==> src/rtl/key_detect_pkg.sv <==
// Shared types and helpers for the multi-channel key debouncer.
package key_detect_pkg;

  // Per-channel debounce / hold state
  typedef enum logic [2:0] {
    IDLE     = 3'd0,
    DEB_DOWN = 3'd1,
    PRESSED  = 3'd2,
    LONG     = 3'd3,
    DEB_UP   = 3'd4
  } state_t;

  // Width of a counter that must hold the largest of three terminal counts
  function automatic int cnt_width(input int a, input int b, input int c);
    int m;
    m = a;
    if (b > m) m = b;
    if (c > m) m = c;
    return $clog2(m + 1);
  endfunction

endpackage

==> src/rtl/key_detect_chan.sv <==
// One key channel: 2-FF synchroniser, debounce/hold FSM and a shared counter.
// All outputs are registered; pulses are exactly one clock wide.
module key_detect_chan
  import key_detect_pkg::*;
#(
  parameter int DEBOUNCE_CYCLES   = 50,
  parameter int LONG_PRESS_CYCLES = 1000,
  parameter int REPEAT_CYCLES     = 200,
  parameter int ACTIVE_LOW        = 1
) (
  input  logic clk,
  input  logic rst,
  input  logic key,
  output logic key_state,
  output logic press_down,
  output logic press_up,
  output logic long_press,
  output logic repeat_tick
);

  localparam int CW = cnt_width(DEBOUNCE_CYCLES, LONG_PRESS_CYCLES, REPEAT_CYCLES);
  // Pin level of a released key; also the value XOR-ed away to get "pressed"
  localparam logic REL = (ACTIVE_LOW != 0) ? 1'b1 : 1'b0;
  localparam logic [CW-1:0] C_DEB  = CW'(DEBOUNCE_CYCLES);
  localparam logic [CW-1:0] C_LONG = CW'(LONG_PRESS_CYCLES - 1);
  localparam logic [CW-1:0] C_REP  = CW'(REPEAT_CYCLES - 1);
  localparam logic [CW-1:0] C_ONE  = CW'(1);

  logic          r_sync1;
  logic          r_sync2;
  logic          w_p;
  state_t        r_state;
  state_t        w_state_next;
  logic [CW-1:0] r_cnt;
  logic [CW-1:0] w_cnt_next;
  logic          r_was_long;
  logic          w_was_long_next;
  logic          r_key_state;
  logic          w_key_state_next;
  logic          r_press_down;
  logic          w_press_down_next;
  logic          r_press_up;
  logic          w_press_up_next;
  logic          r_long_press;
  logic          w_long_press_next;
  logic          r_repeat_tick;
  logic          w_repeat_tick_next;

  // Two-flop synchroniser; reset preloads the released level so leaving reset never looks like an edge
  always_ff @(posedge clk) begin
    if (rst) begin
      r_sync1 <= REL;
      r_sync2 <= REL;
    end else begin
      r_sync1 <= key;
      r_sync2 <= r_sync1;
    end
  end

  // Normalised "pressed" level
  assign w_p = r_sync2 ^ REL;

  // State, counter, flag and registered outputs
  always_ff @(posedge clk) begin
    if (rst) begin
      r_state       <= IDLE;
      r_cnt         <= '0;
      r_was_long    <= 1'b0;
      r_key_state   <= 1'b0;
      r_press_down  <= 1'b0;
      r_press_up    <= 1'b0;
      r_long_press  <= 1'b0;
      r_repeat_tick <= 1'b0;
    end else begin
      r_state       <= w_state_next;
      r_cnt         <= w_cnt_next;
      r_was_long    <= w_was_long_next;
      r_key_state   <= w_key_state_next;
      r_press_down  <= w_press_down_next;
      r_press_up    <= w_press_up_next;
      r_long_press  <= w_long_press_next;
      r_repeat_tick <= w_repeat_tick_next;
    end
  end

  // Next-state and pulse decode; every terminal compare clears the counter so it cannot wrap
  always_comb begin
    w_state_next       = r_state;
    w_cnt_next         = r_cnt;
    w_was_long_next    = r_was_long;
    w_key_state_next   = r_key_state;
    w_press_down_next  = 1'b0;
    w_press_up_next    = 1'b0;
    w_long_press_next  = 1'b0;
    w_repeat_tick_next = 1'b0;
    case (r_state)
      IDLE: begin
        if (w_p) begin
          w_state_next = DEB_DOWN;
          w_cnt_next   = C_ONE;
        end
      end
      DEB_DOWN: begin
        if (!w_p) begin
          w_state_next = IDLE;
          w_cnt_next   = '0;
        end else if (r_cnt == C_DEB) begin
          w_state_next      = PRESSED;
          w_press_down_next = 1'b1;
          w_key_state_next  = 1'b1;
          w_cnt_next        = '0;
        end else begin
          w_cnt_next = r_cnt + C_ONE;
        end
      end
      PRESSED: begin
        if (!w_p) begin
          w_state_next = DEB_UP;
          w_cnt_next   = C_ONE;
        end else if (r_cnt == C_LONG) begin
          w_state_next      = LONG;
          w_long_press_next = 1'b1;
          w_was_long_next   = 1'b1;
          w_cnt_next        = '0;
        end else begin
          w_cnt_next = r_cnt + C_ONE;
        end
      end
      LONG: begin
        if (!w_p) begin
          w_state_next = DEB_UP;
          w_cnt_next   = C_ONE;
        end else if (r_cnt == C_REP) begin
          w_repeat_tick_next = 1'b1;
          w_cnt_next         = '0;
        end else begin
          w_cnt_next = r_cnt + C_ONE;
        end
      end
      DEB_UP: begin
        if (w_p) begin
          // Release was a bounce: resume holding, but restart the hold count
          w_state_next = r_was_long ? LONG : PRESSED;
          w_cnt_next   = '0;
        end else if (r_cnt == C_DEB) begin
          w_state_next     = IDLE;
          w_press_up_next  = 1'b1;
          w_key_state_next = 1'b0;
          w_was_long_next  = 1'b0;
          w_cnt_next       = '0;
        end else begin
          w_cnt_next = r_cnt + C_ONE;
        end
      end
      default: begin
        w_state_next = IDLE;
        w_cnt_next   = '0;
      end
    endcase
  end

  assign key_state   = r_key_state;
  assign press_down  = r_press_down;
  assign press_up    = r_press_up;
  assign long_press  = r_long_press;
  assign repeat_tick = r_repeat_tick;

endmodule

==> src/rtl/key_detect_multi.sv <==
// Multi-channel push-button debouncer / event detector.
// Each key gets an independent channel; the top only gathers their outputs into vectors.
module key_detect_multi
  import key_detect_pkg::*;
#(
  parameter int NUM_KEYS          = 4,
  parameter int DEBOUNCE_CYCLES   = 50,
  parameter int LONG_PRESS_CYCLES = 1000,
  parameter int REPEAT_CYCLES     = 200,
  parameter int ACTIVE_LOW        = 1
) (
  input  logic                clk,
  input  logic                rst,
  input  logic [NUM_KEYS-1:0] key,
  output logic [NUM_KEYS-1:0] key_state,
  output logic [NUM_KEYS-1:0] press_down,
  output logic [NUM_KEYS-1:0] press_up,
  output logic [NUM_KEYS-1:0] long_press,
  output logic [NUM_KEYS-1:0] repeat_tick
);

  for (genvar gi = 0; gi < NUM_KEYS; gi++) begin : g_chan
    key_detect_chan #(
      .DEBOUNCE_CYCLES  (DEBOUNCE_CYCLES),
      .LONG_PRESS_CYCLES(LONG_PRESS_CYCLES),
      .REPEAT_CYCLES    (REPEAT_CYCLES),
      .ACTIVE_LOW       (ACTIVE_LOW)
    ) u_chan (
      .clk        (clk),
      .rst        (rst),
      .key        (key[gi]),
      .key_state  (key_state[gi]),
      .press_down (press_down[gi]),
      .press_up   (press_up[gi]),
      .long_press (long_press[gi]),
      .repeat_tick(repeat_tick[gi])
    );
  end

endmodule
==> config.mk <==
export PLATFORM = sky130hd
export DESIGN_NAME = key_detect_multi
export DESIGN_NICKNAME = d
export VERILOG_FILES = /design/src/rtl/key_detect_pkg.sv /design/src/rtl/key_detect_chan.sv /design/src/rtl/key_detect_multi.sv
export SDC_FILE = /design/constraint.sdc
export NUM_CORES = 1
export LEC_CHECK = 0
export BUFFER_PORTS_ARGS = -buffer_cell sky130_fd_sc_hd__buf_2
export CORE_MARGIN = 2
export CORE_UTILIZATION = 52
export DETAILED_ROUTE_END_ITERATION = 7
export PLACE_DENSITY = 0.78
export SLEW_MARGIN = 25
export SYNTH_ARGS = -nofsm -noshare
export SYNTH_HDL_FRONTEND = slang
export SYNTH_SLANG_ARGS = --single-unit
==> constraint.sdc <==
create_clock -name clk -period 3.3 [get_ports clk]
set_input_delay 0 -clock clk [delete_from_list [all_inputs] [get_ports clk]]
set_output_delay 0 -clock clk [all_outputs]
set_load 0.1 [all_outputs]
==> flow_summary.json <==
{
  "synth_nets": 577,
  "die_w_um": 98.2,
  "grtUsageTotal": 0.201,
  "fmax_mhz": 405,
  "cp_max_fo": 10,
  "finish.net_count": 567,
  "core_area_mm2": 0.00868,
  "finalCritPeriodShare": 0.748,
  "hold_path_class": "in2reg",
  "crit_slowest_cell": "a221oi_1",
  "seq_area_frac_synth": 0.364,
  "start_kind": "flip-flop",
  "power_density_mw_per_mm2": 426,
  "ys_ff_latch": 84,
  "clock-sinks": 84,
  "synthTopCellsByCount": "84 x dfxtp_1, 51 x nand2_1, 43 x nor2_1",
  "cts_made_buffers": 9,
  "synth_edf_count": 0,
  "cp.required_ns": 3.52,
  "cp.depth": 7,
  "vias": 4079,
  "ir_drop_v": 0.000160,
  "relSlewSlack": 0.444,
  "worstRegToRegCells": 7,
  "cts_buffer_depth": 2,
  "synth_top_cell_by_area": "dfxtp_1",
  "drt_pass1_iterations": 5,
  "n_antenna_cell": 0,
  "core.rowCount": 34,
  "synth_ff_type": "dfxtp_1",
  "ys.warnings.count": 0,
  "rsz0062_at_grt": "false",
  "ioPinCount": 26,
  "gp_congestion": 0.851,
  "routedWlPerCell_um": 14.5,
  "path_class": "reg2reg",
  "layout.cells.non_filler": 666,
  "n_fill_cell": 789,
  "critPathBufInv": 1,
  "maxSlewViolCount": 0,
  "finalSetupViolations": 0,
  "netlist_area_mm2": 0.00462,
  "start_util": 0.532,
  "h-tree-depth": 3,
  "worstPathArrival_ns": 2.69,
  "finClkSkew_ns": 0.00481,
  "synth.avg_cell_area_um2": 8.20,
  "drtAntennaViolNets": 0,
  "finalWirelength_um": 9640,
  "vias_per_cell": 6.12,
  "tns_ns": 0,
  "fin_crit_ns": 2.47,
  "hpwlAfterDp_um": 6530,
  "syn_inst": 563,
  "drive_gt1_frac": 0.147,
  "critPathMaxStageDelay_ns": 0.84,
  "cts-root-buf": "clkbuf_8",
  "ys_top_cells_by_area": "dfxtp_1 36%, nand2_1 4.1%, nor2_1 3.5%",
  "drc": 0,
  "area_growth_pct": 5.66,
  "portBuffers": 25,
  "async_flop_share": 0,
  "cts_tree": "built",
  "antenna_found_initial": 0,
  "crit_path_cell_trace": "inv_1, ha_1, nor3b_1, nand4_1, a221oi_1, or3_1, a31oi_1",
  "worstSkewPairLatency_ns": 0.37,
  "dp.cells": 646,
  "maxCapViolCount": 0,
  "grt_max_degree": 46,
  "die_area_mm2": 0.00965,
  "min_path_cells": 2,
  "worstSetupEndpointType": "flip-flop",
  "grt-ovfl-total": 0,
  "fp.dieH_um": 98.2,
  "p_leak_nw": 1.64,
  "grt_pass1_vias": 3779,
  "status": "finished, final reports clean",
  "synth_most_common_cell": "dfxtp_1",
  "crit_family": "compound AO/OA/AOI/OAI gates",
  "clkTransAtPathRegs_ns": 0.09,
  "grt_pass1_wl_um": 16400,
  "hold_violations": 0,
  "synth_top_area_frac": 0.364,
  "drt_iter0_drc": 167,
  "worst_pin_slew_ns": 0.835,
  "post_cts_resized": 0,
  "synth_cell_types": 71
}
==> power by group <==
| group | switching (mW) | internal [mW] | leakage [nW] |
|---|---|---|---|
| sequential | 0.0249 | 1.03 | 0.680 |
| clock | 0.399 | 0.508 | 0.116 |
| combinational | 0.0700 | 0.0483 | 0.849 |
| total | 0.494 | 1.58 | 1.64 |
==> cell usage in the layout, fill, tap and decap left out, types with 5 or more instances in the layout <==
cell type  netlist  final
dfxtp_1         84     84
nand2_1         51     51
nor2_1          43     43
a21oi_1         27     27
buf_2            1     25
nand3_1         24     24
nor3_1          19     19
o21ai_0         18     18
nor4_1          16     16
a31oi_1         15     15
inv_1           13     13
or3_1           13     13
or2_2           12     12
nand4_1         11     11
nand3b_1        11     11
nand2b_1        11     11
and3_1           9      9
clkbuf_8         0      9
a211oi_1         8      8
ha_1             8      8
or3b_2           7      7
o211ai_1         7      7
xor2_1           6      6
and2_1           6      6
a311oi_1         6      6
and4_1           6      6
or4b_2           5      5
==> sequential cells by signal, indices dropped and copies added (netlist names) <==
| name | flops |
|---|---|
| g_chan.u_chan.long_press | 4 |
| g_chan.u_chan.r_sync2 | 4 |
| g_chan.u_chan.r_cnt | 40 |
| g_chan.u_chan.r_sync1 | 4 |
| g_chan.u_chan.press_up | 4 |
| g_chan.u_chan.r_state | 12 |
| g_chan.u_chan.repeat_tick | 4 |
| g_chan.u_chan.press_down | 4 |
| g_chan.u_chan.r_was_long | 4 |
| g_chan.u_chan.key_state | 4 |
==> worst register-to-register path: cells and delay by family, from the launching register on <==
family / cells / cell delay (ns)
buffers and inverters: 1 / 0.08
DFF: 1 / 0.38
and+or+nand+nor: 3 / 0.82
AOI/OAI and AO/OA: 2 / 0.92
adders and majority gates: 1 / 0.13
==> through the flow <==
step | hold WS [ns] | cell area [µm²] | util | total power, mW | setup WS [ns]
floorplan | 0.104 | 4620 | - | 1.16 | 1.28
global placement | 0.181 | 4590 | 0.528 | 1.18 | 1.01
detailed placement | 0.184 | 4590 | 0.528 | 1.19 | 0.873
CTS | 0.208 | 4870 | 0.561 | 2.09 | 0.868
global route | 0.243 | 4880 | 0.562 | 2.15 | 0.631
finish | 0.203 | 4880 | 0.562 | 2.08 | 0.832
==> layout make-up <==
type / count / area (µm²) / area share
clock buffers: 9 / 124 / 0.0254
clock inverters: 7 / 123 / 0.0251
inverters: 14 / 52.6 / 0.0108
multi-input cells: 411 / 2570 / 0.526
flip-flops and latches: 84 / 1680 / 0.345
well taps: 108 / 135 / 0.0277
repair buffers: 33 / 195 / 0.0400
==> layer usage <==
metal / routed length [µm] / global-route usage / part of all wire
met2: 4650 / 0.342 / 0.48
met5: 0 / 0 / 0
met3: 494 / 0.0401 / 0.051
met4: 160 / 0.0759 / 0.017
met1: 4340 / 0.251 / 0.45
==> worst paths after layout <==
path,startpoint,to,slack [ns]
min reg2reg,g_chan[1].u_chan.r_sync1,g_chan[1].u_chan.r_sync2,0.42
max reg2reg,g_chan[2].u_chan.r_cnt[0],g_chan[2].u_chan.r_cnt[8],0.83
max,g_chan[2].u_chan.r_cnt[0],g_chan[2].u_chan.r_cnt[8],0.83
min,rst,g_chan[1].u_chan.r_cnt[9],0.20
==> repair_timing <==
| item | CTS | global route |
|---|---|---|
| hold endpoints to repair | 4 | 0 |
| setup buffers | 0 | 0 |
| hold buffers | 4 | 0 |
==> cells by family after synthesis <==
family,after synthesis,synth area share
muxes,2,0.00434
buffers and inverters,68,0.0810
xor gates and xnor gates,8,0.0152
AOI/OAI and AO/OA,122,0.182
and+or+nand+nor,271,0.331
DFF,84,0.364
adders and majority gates,8,0.0217
Power figures use the tool's default switching activity.
